--- src/rtl/serial_byte_receiver.sv ---
// rtl/serial_byte_receiver.sv - LSB-first serial to parallel receiver with one-entry output slot
module serial_byte_receiver #(
  parameter  int WIDTH = 8,
  localparam int CW    = $clog2(WIDTH + 1)
) (
  input  logic             clock,
  input  logic             reset_n,
  input  logic             start,
  input  logic             ser_in,
  input  logic             ser_valid,
  input  logic             data_ready,
  input  logic             clear_ovr,
  output logic [WIDTH-1:0] data_out,
  output logic             data_valid,
  output logic             busy,
  output logic [CW-1:0]    bit_count,
  output logic             overrun
);

  typedef enum logic {
    IDLE = 1'b0,
    RECV = 1'b1
  } state_t;

  localparam logic [CW-1:0] LAST_BIT = CW'(WIDTH - 1);

  state_t           r_state;
  state_t           w_state_nxt;
  logic [WIDTH-1:0] r_shreg;
  logic [CW-1:0]    r_bit_count;
  logic [WIDTH-1:0] r_data_out;
  logic             r_data_valid;
  logic             r_overrun;

  logic             w_frame_start;
  logic             w_sample;
  logic             w_complete;
  logic             w_slot_free;
  logic [WIDTH-1:0] w_word;

  // The shifted value including the bit sampled this cycle; bit 0 ends up as the first bit received.
  assign w_word      = {ser_in, r_shreg[WIDTH-1:1]};
  // The slot can take a new word if it is empty or its current word leaves this cycle.
  assign w_slot_free = !r_data_valid || data_ready;

  // State register.
  always_ff @(posedge clock) begin
    if (!reset_n) begin
      r_state <= IDLE;
    end else begin
      r_state <= w_state_nxt;
    end
  end

  // Next state and per-cycle control strobes; start always wins over a sampled bit.
  always_comb begin
    w_state_nxt   = r_state;
    w_frame_start = 1'b0;
    w_sample      = 1'b0;
    w_complete    = 1'b0;
    unique case (r_state)
      IDLE: begin
        if (start) begin
          w_frame_start = 1'b1;
          w_state_nxt   = RECV;
        end
      end
      RECV: begin
        if (start) begin
          w_frame_start = 1'b1;
        end else if (ser_valid) begin
          w_sample = 1'b1;
          if (r_bit_count == LAST_BIT) begin
            w_complete  = 1'b1;
            w_state_nxt = IDLE;
          end
        end
      end
      default: w_state_nxt = IDLE;
    endcase
  end

  // Shift register and bit counter for the frame being assembled.
  always_ff @(posedge clock) begin
    if (!reset_n) begin
      r_shreg     <= '0;
      r_bit_count <= '0;
    end else if (w_frame_start) begin
      r_shreg     <= '0;
      r_bit_count <= '0;
    end else if (w_sample) begin
      r_shreg     <= w_word;
      r_bit_count <= w_complete ? '0 : r_bit_count + CW'(1);
    end
  end

  // One-entry holding register with valid/ready handshake.
  always_ff @(posedge clock) begin
    if (!reset_n) begin
      r_data_out   <= '0;
      r_data_valid <= 1'b0;
    end else if (w_complete && w_slot_free) begin
      r_data_out   <= w_word;
      r_data_valid <= 1'b1;
    end else if (!w_complete && r_data_valid && data_ready) begin
      r_data_valid <= 1'b0;
    end
  end

  // Sticky overrun flag; a drop in the same cycle as a clear keeps it set.
  always_ff @(posedge clock) begin
    if (!reset_n) begin
      r_overrun <= 1'b0;
    end else if (w_complete && !w_slot_free) begin
      r_overrun <= 1'b1;
    end else if (clear_ovr) begin
      r_overrun <= 1'b0;
    end
  end

  assign data_out   = r_data_out;
  assign data_valid = r_data_valid;
  assign busy       = (r_state == RECV);
  assign bit_count  = r_bit_count;
  assign overrun    = r_overrun;

endmodule
--- config.mk ---
export PLATFORM = sky130hd
export DESIGN_NAME = serial_byte_receiver
export DESIGN_NICKNAME = d
export VERILOG_FILES = /design/src/rtl/serial_byte_receiver.sv
export SDC_FILE = /design/constraint.sdc
export NUM_CORES = 1
export LEC_CHECK = 0
export ABC_CLOCK_PERIOD_IN_PS = 1800
export BUFFER_PORTS_ARGS = -buffer_cell sky130_fd_sc_hd__buf_2
export CORE_ASPECT_RATIO = 1.4
export CORE_MARGIN = 1
export CORE_UTILIZATION = 45
export DETAILED_ROUTE_END_ITERATION = 12
export PLACE_DENSITY = 0.73
export SLEW_MARGIN = 25
export SYNTH_ARGS = -nofsm -noshare
export SYNTH_HDL_FRONTEND = slang
export SYNTH_SLANG_ARGS = --single-unit
--- constraint.sdc ---
create_clock -name clock -period 1.8 [get_ports clock]
set_input_delay 0.36 -clock clock [delete_from_list [all_inputs] [get_ports clock]]
set_output_delay 0.36 -clock clock [all_outputs]
set_load 0.01 [all_outputs]
After elaboration in Yosys (flattened, before gate mapping)
Cells that the tools add are included.
{"block": "op_classes", "add_sub_neg": 1, "multipliers": 0, "div": 0, "n_lt_le_gt_ge": 0, "n_eq_ne": 1, "shift": 0, "n_mux": 17, "n_bitwise": 2, "n_reduce_logical": 11}
{"cell": "1-bit 2-to-1 mux", "n": 15}
{"cell": "4-bit by 1-bit adder with 4-bit output, second input constant", "n": 1}
{"cell": "4-bit by 3-bit == test with 1-bit output, second input constant", "n": 1}
{"cell": "1-bit logical AND", "n": 4}
{"cell": "4-bit 2-to-1 mux", "n": 1}
{"cell": "2-bit nonzero test", "n": 2}
{"cell": "1-bit zero test", "n": 3}
{"cell": "1-bit NOT", "n": 2}
{"cell": "1-bit case mux with 2 select lines", "n": 1}
{"cell": "2-bit OR reduction", "n": 1}
{"cell": "1-bit logical OR", "n": 1}
{"block": "word_totals", "register_bits": 23, "latch_bits": 0, "ramBits": 0, "rom_bits": 0, "inputBits": 7, "out_inout_bits": 15, "wordCells": 38, "memories": 0}

Depth between registers and ports, before layout
Gate-level depths: netlist (run 1).
{"block": "logic_depth", "depth_word": 10, "depth_mapped": 4, "depth_no_buf": 4}

Worst setup path after synthesis (run 1)
OpenSTA, ideal clock, no wires.
{"block": "synth_timing", "kind": "reg-to-reg", "start": "register r_bit_count[0], in the netlist bit_count[0]", "end": "register r_data_out[0], in the netlist data_out[0]", "setup_ns": 0.072, "arrival_ns": 1.381, "required_ns": 1.728, "path_slack_ns": 0.347, "path_stages_with_launch": 5, "n_path_buf": 0, "period_less_slack_ns": 1.453, "cell_sequence": "dfxtp_1 ha_1 nand3b_4 nor3_4 mux2i_1"}
{"block": "synth_between", "elab_chain_len": 6}
{"element": "start, declared", "line": "30", "source": "logic [CW-1:0] r_bit_count;"}
{"element": "start signal, assigned", "line": "93", "source": "r_bit_count <= w_complete ? '0 : r_bit_count + CW'(1);"}
{"element": "4-bit by 3-bit == test with 1-bit output", "line": "73", "source": "if (r_bit_count == LAST_BIT) begin"}
{"element": "1-bit 2-to-1 mux", "line": "73"}
{"element": "1-bit 2-to-1 mux", "line": "71", "source": "end else if (ser_valid) begin"}
{"element": "1-bit 2-to-1 mux", "line": "69", "source": "if (start) begin"}
{"element": "1-bit 2-to-1 mux", "line": "61", "source": "unique case (r_state)"}
{"element": "1-bit logical AND", "line": "102", "source": "end else if (w_complete && w_slot_free) begin"}
{"element": "end signal, assigned", "line": "103", "source": "r_data_out <= w_word;"}
{"element": "end, declared", "line": "31", "source": "logic [WIDTH-1:0] r_data_out;"}
No other way between the ends.
A chain may end at the register's enable or synchronous reset.

Worst setup path in the final report (run 1)
{"block": "layout_timing", "start": "register r_bit_count[0], in the netlist bit_count[0]", "end": "register r_data_out[1], in the netlist data_out[1]"}
The elaborated chain is that of the path after synthesis.

==> results of run 1 <==
[metal layers]
layer / vias to the layer above / GRT usage, % / part of all wire [%]
met1: 328 / 19.6 / 44
li1: 375 / - / -
met4: 0 / 8.62 / 0.67
met3: 2 / 2.40 / 4.3
met5: - / 0 / 0
met2: 19 / 26.0 / 51
[registers in the layout (all words and copies together), names as in the netlist]
signal / cells
busy: 1
data_out: 8
r_shreg: 7
bit_count: 4
overrun: 1
data_valid: 1
[through the flow]
| step | hold WS [ns] | setup slack [ns] |
|---|---|---|
| after floorplan | 0.437 | 0.347 |
| after global placement | 0.440 | 0.281 |
| after detailed placement | 0.448 | 0.225 |
| after CTS | 0.306 | 0.224 |
| after global routing | 0.295 | 0.174 |
| final | 0.311 | 0.242 |
[cells in the mapped netlist]
master	n
nor2_1	2
buf_2	3
o21ai_0	3
ha_1	1
nand2b_1	1
nor3b_1	1
and3b_1	2
dfxtp_1	22
or4b_1	1
nand3b_1	1
nor3_4	1
nand2_1	32
mux2i_1	8
a21oi_1	11
inv_1	1
or3_2	1
nand3b_4	2
nor2b_1	1
clkbuf_1	2
nand3_1	2
a31o_2	1
o21a_1	1
[critical path: stages (launching register included)]
cell and delay [ns]:
dfxtp_1 0.40, ha_1 0.24, nand3b_4 0.13, nor3_4 0.47
mux2i_1 0.25
[report_power, final]
group | leakage [nW] | internal [mW] | total [mW] | switching [mW]
clock | 0.0138 | 0.0778 | 0.209 | 0.132
sequential | 0.177 | 0.489 | 0.492 | 0.00303
combinational | 0.253 | 0.0114 | 0.0330 | 0.0216
total | 0.445 | 0.578 | 0.734 | 0.156
[logic make-up (layout without fill, tap and decap cells)]
kind of cell    count (synthesis)  after routing
flops                          22             22
simple gates                   47             47
mux                             8              8
buf+inv                         6             25
fa+ha+maj                       1              1
compound gates                 16             16
[path summary, 6_finish.rpt]
| path | start | to | slack, ns | cells after the start |
|---|---|---|---|---|
| setup / recovery | bit_count[0]$_SDFFE_PP0P_ | data_out[1]$_SDFFE_PN0P_ | 0.24 | 4 |
| setup reg to reg | bit_count[0]$_SDFFE_PP0P_ | data_out[1]$_SDFFE_PN0P_ | 0.24 | 4 |
| hold reg to reg | data_out[7]$_SDFFE_PN0P_ | data_out[7]$_SDFFE_PN0P_ | 0.46 | 2 |
| hold / removal | ser_in | r_shreg[7]$_SDFFE_PP0P_ | 0.31 | 3 |
[layout make-up]
type                    instances  area share (%)
inverters                       1           0.364
clock buffers                   3            2.18
repair buffers                 21            10.2
well taps                      20            2.42
flip-flops and latches         22            42.7
multi-input cells              72            42.2
==> results.txt, run 1 <==
Leak pwr = 0.445 nW
Post-synth top area share = 48.8%
Synth Instances = 100
Sequential fraction of the synthesis area = 48.8%
Worst vdd ir = 426 µV
CP required = 2.02 ns
RSZ-0062 raised after global routing = false
Ranking of synthesized cells by area = dfxtp_1 49%, nand2_1 13%, mux2i_1 8.9%, a21oi_1 6.1%, nand3b_4 4.4%
Share of cells above drive strength 1 = 24.4%
Vias per cell = 5.21
Worst Path Arrival = 1.78 ns
Hold WC Path Type = primary input to flop
Power per cell area = 711 nW/µm²
GRT Overall Usage = 15.9%
Syn Nets = 108
Compound-gate portion of the synthesized area = 9.57%
Max Root-Sink Buffers = 2
Number of failing hold endpoints at the final stage = 0
Crit path time final = 1.56 ns
Final Power = 734 µW
Gpl congestion = 0.726
Setup TNS = 0 ns
CTS root buf = clkbuf_4
Setup violators final = 0
Yosys top cell by area = dfxtp_1
Antenna diode count = 0
FF/Latch Area = 440 µm²
Outcome = complete, no violations
First-pass GRT wire length = 2420 µm
Std cell rows = 18
Worst-margin pin slew = 0.483 ns
Worst-Skew Late Latency = 0.29 ns
Clock skew = 0.00145 ns
Placed Area = 1010 µm²
Synthesized flop and latch total = 22
Fin util = 56.6%
Critical path fanouts, max = 8
Leading cell types in the layout, fill and taps excluded = 32 x nand2_1, 22 x dfxtp_1, 21 x buf_2, 11 x a21oi_1, 8 x mux2i_1
Design area = 1030 µm²
CTS Buf Count = 3
Post CTS Setup Buffer Count = 0
CTS Sinks = 22
Core area = 1820 µm²
Peak Freq = 642 MHz
DRC violations left = 0
Adder-Cell Fraction of Synth Area = 1.39%
PortBufs = 21
Worst setup EP type = flop
Iteration count of the initial detailed-routing pass = 4
Post-synthesis mux area share = 8.88%
Most common cell after layout, fill and taps aside = nand2_1
Synth Area in XOR/XNOR = 0%
Slew HR = 67.7%
Post-Route WL = 1500 µm
# resized after CTS = 0
Largest net degree at the start of global routing = 22
Initial antenna violation count = 0
Number of distinct library cells after synthesis = 22
Post-DP HPWL = 1120 µm
Simple-Gate Fraction of Synth Area = 28.4%
Area taken by multi-input logic gates = 435 µm²
Main combinational cell family by area after synthesis = simple AND/OR/NAND/NOR gates
Drt initial violations = 4
CTS tree = built
CTS clk-pin slew, worst paths = 0.11 ns
Die area = 2190 µm²
Slew Limit Fails = 0
Post-Layout Cell Count = 139
CP Class = flop to flop
Die W = 39.8 µm
WL per Instance = 10.8 µm
Area growth from synthesis to layout = 14.4%
Vias in the first global route = 590
Fin nets = 129
Final worst path period share = 86.5%
Total number of vias = 724
Die Y = 55.0 µm
Dpl cells = 136
Number of H-tree levels = 1
Global route overflow = 0
Post-Syn Area = 902 µm²
Max cap viols = 0
CTS hold repair buffers = 0
Final ANT Viol Nets = 0
# IOs = 22
Avg Cell Area, Syn = 9.02 µm²
Initial Util = 49.5%
Element type at the critical path start = flop
Ys Warns = 0
Fillers = 165
Note: power is estimated with default switching activity, not from simulation.
==> run 2, diff against run 1 <==
--- a/config.mk
+++ b/config.mk
@@ -7,7 +7,6 @@
 export LEC_CHECK = 0
 export ABC_CLOCK_PERIOD_IN_PS = 1800
 export BUFFER_PORTS_ARGS = -buffer_cell sky130_fd_sc_hd__buf_2
-export CORE_ASPECT_RATIO = 1.4
 export CORE_MARGIN = 1
 export CORE_UTILIZATION = 45
 export DETAILED_ROUTE_END_ITERATION = 12
==> run 2 against run 1 <==
First-iteration DRC count grew to 3.5 times the previous value; routed wire length grew 5.5%; final cell count grew 4.3%; count of clock-buffer cells in the layout is the same; power grew 24%; die area shrank 0.11%; sequential cell count is the same; sequential power is essentially flat; clock skew grew 0.0040 ns; clock power grew 83%.
==> results.txt, run 2 (synthesis gave the netlist of run 1 again) <==
Outcome = complete, no violations
Area growth from synthesis to layout = 18.4%
Worst R2R Path Depth = 4 (unchanged)
Element type at the critical path start = flop
GRT Overall Usage = 16.3% (+0.37 points)
Post-Route WL = 1580 µm (+5.5%)
Sequential share of power = 54.2% (-13 points)
CTS clk-pin slew, worst paths = 0.12 ns (about the same)
Peak Freq = 641 MHz (-0.19%)
Core area = 1800 µm² (-1.2%)
Combinational group share of total power = 3.7% (-0.8 points)
Number of failing hold endpoints at the final stage = 0 (unchanged)
Hold wc startpoint = ser_in
Worst-path cell chain = ha_1, nand3b_4, nor3_4, mux2i_1
Post-DP HPWL = 1140 µm (+1.2%)
Fin util = 59.3% (+2.7 points)
Leading cell types in the layout, fill and taps excluded = 32 x nand2_1, 22 x dfxtp_1, 21 x buf_2, 11 x a21oi_1, 8 x mux2i_1
Clock skew = 0.00548 ns (+0.00403 ns)
Worst vdd ir = 468 µV (+9.8%)
Die W = 46.8 µm (+17%)
Initial Util = 50.1% (+0.62 points)
Max reg flops = 8 (unchanged)
Drt initial violations = 14 (+10)
CP Class = flop to flop
Setup TNS = 0 ns (unchanged)
# IOs = 22 (unchanged)
Hold-critical path depth = 3 (unchanged)
Sw power = 181 µW (+16%)
PortBufs = 21 (unchanged)
CTS tree = built
Die area = 2190 µm² (-0.11%)
Iteration count of the initial detailed-routing pass = 4 (unchanged)
Final Power = 907 µW (+24%)
Setup violators final = 0 (unchanged)
Number of H-tree levels = 1 (unchanged)
Crit path time final = 1.56 ns (+0.00299 ns)
Critical path's top delay family = simple AND/OR/NAND/NOR gates
Max cap viols = 0 (unchanged)
Internal power = 726 µW (+26%)
CTS Sinks = 22 (unchanged)
Worst setup EP type = flop
RSZ-0062 raised after global routing = false
WL per Instance = 10.9 µm (+1.2%)
Slowest stage cell, crit path = nor3_4
Vias per cell = 5.03 (-3.5%)
Post CTS Setup Buffer Count = 0 (unchanged)
Antenna diode count = 0 (unchanged)
Std cell rows = 15 (-3)
Vias in the first global route = 567 (-3.9%)
Reg2reg start = bit_count[0]$_SDFFE_PP0P_
Leak pwr = 0.459 nW (+3.2%)
First-pass GRT wire length = 2530 µm (+4.6%)
CTS root buf = clkbuf_4
Worst-Skew Late Latency = 0.31 ns (+0.02 ns)
Slew HR = 65.6% (-2.1 points)
Power per cell area = 849 nW/µm² (+19%)
Largest net degree at the start of global routing = 22 (unchanged)
Worst-margin pin slew = 0.514 ns (+0.0313 ns)
Final worst path period share = 86.7% (+0.17 points)
Final ANT Viol Nets = 0 (unchanged)
Hold worst-path end = r_shreg[7]$_SDFFE_PP0P_
Die Y = 46.8 µm (-15%)
RR Endpoint = data_out[6]$_SDFFE_PN0P_
Global route overflow = 0 (unchanged)
CP required = 2.05 ns (+0.03 ns)
Hold WC Path Type = primary input to flop
# resized after CTS = 0 (unchanged)
Slew Limit Fails = 0 (unchanged)
Gpl congestion = 0.716 (-1.4%)
Max Root-Sink Buffers = 2 (unchanged)
Share of cells above drive strength 1 = 25.0% (+0.63 points)
Most common cell after layout, fill and taps aside = nand2_1
R2r setup slk = 0.24 ns (about the same)
Worst Path Arrival = 1.81 ns (+0.03 ns)
DRC violations left = 0 (unchanged)
Buf/Inv on CP = 0 (unchanged)
Switching Share = 20.0% (-1.3 points)
Initial antenna violation count = 0 (unchanged)
CTS hold repair buffers = 0 (unchanged)
Critical path fanouts, max = 8 (unchanged)
CP max stage delay = 0.49 ns (+0.02 ns)
CTS Buf Count = 3 (unchanged)
Clock share of power = 42.1% (+14 points)
Fin nets = 129 (unchanged)
Total number of vias = 729 (+0.69%)
## run 2: cell types whose count changed in the layout (fill, tap and decap cells not counted), sizes merged
cell,previous run,this run
bufinv,0,1
## run 2: how the worst max path moves through the flow
stage	startpoint	end	slack (ns)	cells after the start
finish	bit_count[0]$_SDFFE_PP0P_	data_out[6]$_SDFFE_PN0P_	0.24	4
global route	bit_count[0]$_SDFFE_PP0P_	data_out[7]$_SDFFE_PN0P_	0.1	4
CTS	bit_count[0]$_SDFFE_PP0P_	data_out[5]$_SDFFE_PN0P_	0.23	4
detailed placement	start	data_out[5]$_SDFFE_PN0P_	0.25	4
global placement	bit_count[0]$_SDFFE_PP0P_	data_out[2]$_SDFFE_PN0P_	0.28	4
floorplan	bit_count[0]$_SDFFE_PP0P_	data_out[0]$_SDFFE_PN0P_	0.35	4
## run 2: metrics by stage
step,hold slack (ns),area (µm²),worst slack [ns],cells
final,0.291,1070,0.239,145
after global routing,0.289,1070,0.0991,145
after CTS,0.291,1070,0.232,145
after detailed placement,0.445,1020,0.254,141
after global placement,0.440,1020,0.279,141
after floorplan,0.437,902,0.347,100
## run 2: power by group through the flow
stage	Combinational [mW]	Clock (mW)	Sequential, mW
after floorplan	0.0204	0	0.503
after global placement	0.0326	0	0.503
after detailed placement	0.0334	0	0.503
after CTS	0.0335	0.386	0.492
after global routing	0.0367	0.408	0.492
final	0.0332	0.382	0.492
## run 2: routing by layer
layer	global-route usage, %	routed length [µm]	share of wire [%]
met3	3.46	52	3.3
met2	24.2	723	46
met4	8.57	30	1.9
met5	0	0	0
met1	22.2	774	49
## run 2: layout make-up
cell class	instances	area (µm²)
sequential	22	440
clock buffer	3	22.5
tap	25	31.3
clock inverter	1	30.0
timing repair buffer	21	105
fill	178	733
inverter	1	3.75
multi-input combinational	72	435
## run 2: worst reg2reg max path, stage by stage (launching register included)
cell,delay [ns]
dfxtp_1,0.41
ha_1,0.23
nand3b_4,0.13
nor3_4,0.49
mux2i_1,0.24
==> run 3, diff against run 2 <==
--- a/config.mk
+++ b/config.mk
@@ -6,11 +6,11 @@
 export NUM_CORES = 1
 export LEC_CHECK = 0
 export ABC_CLOCK_PERIOD_IN_PS = 1800
-export BUFFER_PORTS_ARGS = -buffer_cell sky130_fd_sc_hd__buf_2
 export CORE_MARGIN = 1
 export CORE_UTILIZATION = 45
 export DETAILED_ROUTE_END_ITERATION = 12
-export PLACE_DENSITY = 0.73
+export DONT_BUFFER_PORTS = 1
+export PLACE_DENSITY = 0.64
 export SLEW_MARGIN = 25
 export SYNTH_ARGS = -nofsm -noshare
 export SYNTH_HDL_FRONTEND = slang
==> run 3 against run 2 <==
Combinational power down 46%; sequential power about the same; routed wire length decreased by 2.1%; count of clock-buffer cells in the layout stayed put; first-iteration DRC count stayed put; clock skew decreased by 0.0029 ns; core utilization down 5.4 points.
==> results.txt, run 3 (synthesis gave the netlist of run 1 again) <==
Buf/Inv on CP = 0 (unchanged)
Sequential share of power = 55.8% (+1.6 points)
Slew Limit Fails = 0 (unchanged)
Drt initial violations = 14 (unchanged)
Initial Util = 50.1% (unchanged)
Post CTS Setup Buffer Count = 0 (unchanged)
Fin util = 53.9% (-5.4 points)
First-pass GRT wire length = 2600 µm (+3.0%)
Std cell rows = 15 (unchanged)
Final ANT Viol Nets = 0 (unchanged)
Fin nets = 109 (-16%)
Max reg flops = 8 (unchanged)
Power per cell area = 910 nW/µm² (+7.2%)
Setup TNS = 0 ns (unchanged)
Critical path fanouts, max = 8 (unchanged)
Dpl cells = 121 (-14%)
Combinational group share of total power = 2.0% (-1.7 points)
Number of H-tree levels = 1 (unchanged)
Post-Route WL = 1550 µm (-2.1%)
Internal power = 720 µW (-0.76%)
Post-DP HPWL = 1080 µm (-4.7%)
R2r setup slk = 0.16 ns (-0.08 ns)
Global route overflow = 0 (unchanged)
Worst R2R Path Depth = 4 (unchanged)
Leading cell types in the layout, fill and taps excluded = 32 x nand2_1, 22 x dfxtp_1, 11 x a21oi_1, 8 x mux2i_1
Setup violators final = 0 (unchanged)
Switching Share = 18.5% (-1.5 points)
Hold worst-path end = data_valid$_SDFFE_PN0P_
Most common cell after layout, fill and taps aside = nand2_1
Hold-critical path depth = 1 (-2)
CTS tree = built
Slew HR = 66.2% (+0.55 points)
Number of failing hold endpoints at the final stage = 0 (unchanged)
Leak pwr = 0.358 nW (-22%)
Worst-path cell chain = ha_1, nand3b_4, nor3_4, mux2i_1
Largest net degree at the start of global routing = 22 (unchanged)
DRC violations left = 0 (unchanged)
Peak Freq = 610 MHz (-4.8%)
CTS clk-pin slew, worst paths = 0.12 ns (about the same)
Sw power = 163 µW (-9.9%)
Share of cells above drive strength 1 = 10.0% (-15 points)
Element type at the critical path start = flop
Hold WC Path Type = primary input to flop
Final worst path period share = 91.0% (+4.3 points)
Die Y = 46.8 µm (unchanged)
Crit path time final = 1.64 ns (+0.0779 ns)
Vias in the first global route = 588 (+3.7%)
Core area = 1800 µm² (unchanged)
CTS hold repair buffers = 0 (unchanged)
WL per Instance = 12.4 µm (+14%)
Clock skew = 0.00259 ns (-0.00289 ns)
Worst vdd ir = 667 µV (+42%)
CTS root buf = clkbuf_4
Vias per cell = 5.21 (+3.6%)
Critical path's top delay family = simple AND/OR/NAND/NOR gates
Die W = 46.8 µm (unchanged)
CTS Buf Count = 3 (unchanged)
Antenna diode count = 0 (unchanged)
Worst Hold Slack = 0.165 ns (-0.126 ns)
GRT Overall Usage = 16.9% (+0.58 points)
# resized after CTS = 0 (unchanged)
# IOs = 22 (unchanged)
CP required = 2.04 ns (about the same)
Max cap viols = 0 (unchanged)
Slowest stage cell, crit path = nor3_4
PortBufs = 0 (-100%)
Initial antenna violation count = 0 (unchanged)
Area growth from synthesis to layout = 7.63%
Clock share of power = 42.2% (about the same)
CP max stage delay = 0.49 ns (about the same)
Die area = 2190 µm² (unchanged)
Worst setup EP type = flop
RSZ-0062 raised after global routing = false
Worst-Skew Late Latency = 0.30 ns (about the same)
CTS Sinks = 22 (unchanged)
CP Class = flop to flop
Iteration count of the initial detailed-routing pass = 3 (-1)
Outcome = complete, no violations
Hold wc startpoint = reset_n
Reg2reg start = bit_count[1]$_SDFFE_PP0P_
Worst-margin pin slew = 0.506 ns (-0.00822 ns)
RR Endpoint = data_out[5]$_SDFFE_PN0P_
Max Root-Sink Buffers = 2 (unchanged)
Gpl congestion = 0.709 (-0.91%)
Total number of vias = 651 (-11%)
Worst Path Arrival = 1.88 ns (+0.07 ns)
Post-Layout Cell Count = 125 (-14%)
run 3: changes by cell type in the layout (fill, tap and decap cells not counted), sizes merged:
cell  before  now
buf       21    1
run 3: power groups by stage:
stage          sequential (mW)  combinational [mW]  clock [mW]
6_report                 0.493              0.0180       0.373
5_1_grt                  0.494              0.0200       0.407
4_1_cts                  0.493              0.0181       0.383
3_5_place_dp             0.504              0.0180           0
3_3_place_gp             0.503              0.0178           0
2_1_floorplan            0.503              0.0204           0
run 3: metrics by stage:
stage | setup slack [ns] | power (mW) | cell area, µm²
6_report | 0.161 | 0.883 | 971
3_5_place_dp | 0.160 | 0.522 | 918
3_3_place_gp | 0.246 | 0.521 | 918
5_1_grt | 0.0243 | 0.920 | 971
4_1_cts | 0.136 | 0.893 | 971
2_1_floorplan | 0.347 | 0.524 | 902
run 3: final cells by class:
class                      instances  area, µm²
sequential                        22        440
multi-input combinational         72        435
fill                             183        831
clock buffer                       3       22.5
tap                               25       31.3
timing repair buffer               1       7.51
inverter                           1       3.75
clock inverter                     1       30.0
run 3: routing by layer:
| layer | track usage [%] | up-vias | routed length [µm] |
|---|---|---|---|
| met2 | 27.8 | 18 | 734 |
| met1 | 20.4 | 298 | 723 |
| met4 | 5.14 | 0 | 0 |
| li1 | - | 335 | - |
| met3 | 6.54 | 0 | 90 |
| met5 | 0 | - | 0 |
run 3: worst max path at each step:
stage                                    end  slack (ns)                       from  cells past startpoint
finish              data_out[5]$_SDFFE_PN0P_        0.16  bit_count[1]$_SDFFE_PP0P_                      4
global route        data_out[5]$_SDFFE_PN0P_        0.02  bit_count[1]$_SDFFE_PP0P_                      4
CTS                 data_out[5]$_SDFFE_PN0P_        0.14  bit_count[1]$_SDFFE_PP0P_                      4
detailed placement  data_out[5]$_SDFFE_PN0P_        0.16  bit_count[1]$_SDFFE_PP0P_                      4
global placement    data_out[2]$_SDFFE_PN0P_        0.25  bit_count[1]$_SDFFE_PP0P_                      4
floorplan           data_out[0]$_SDFFE_PN0P_        0.35  bit_count[0]$_SDFFE_PP0P_                      4
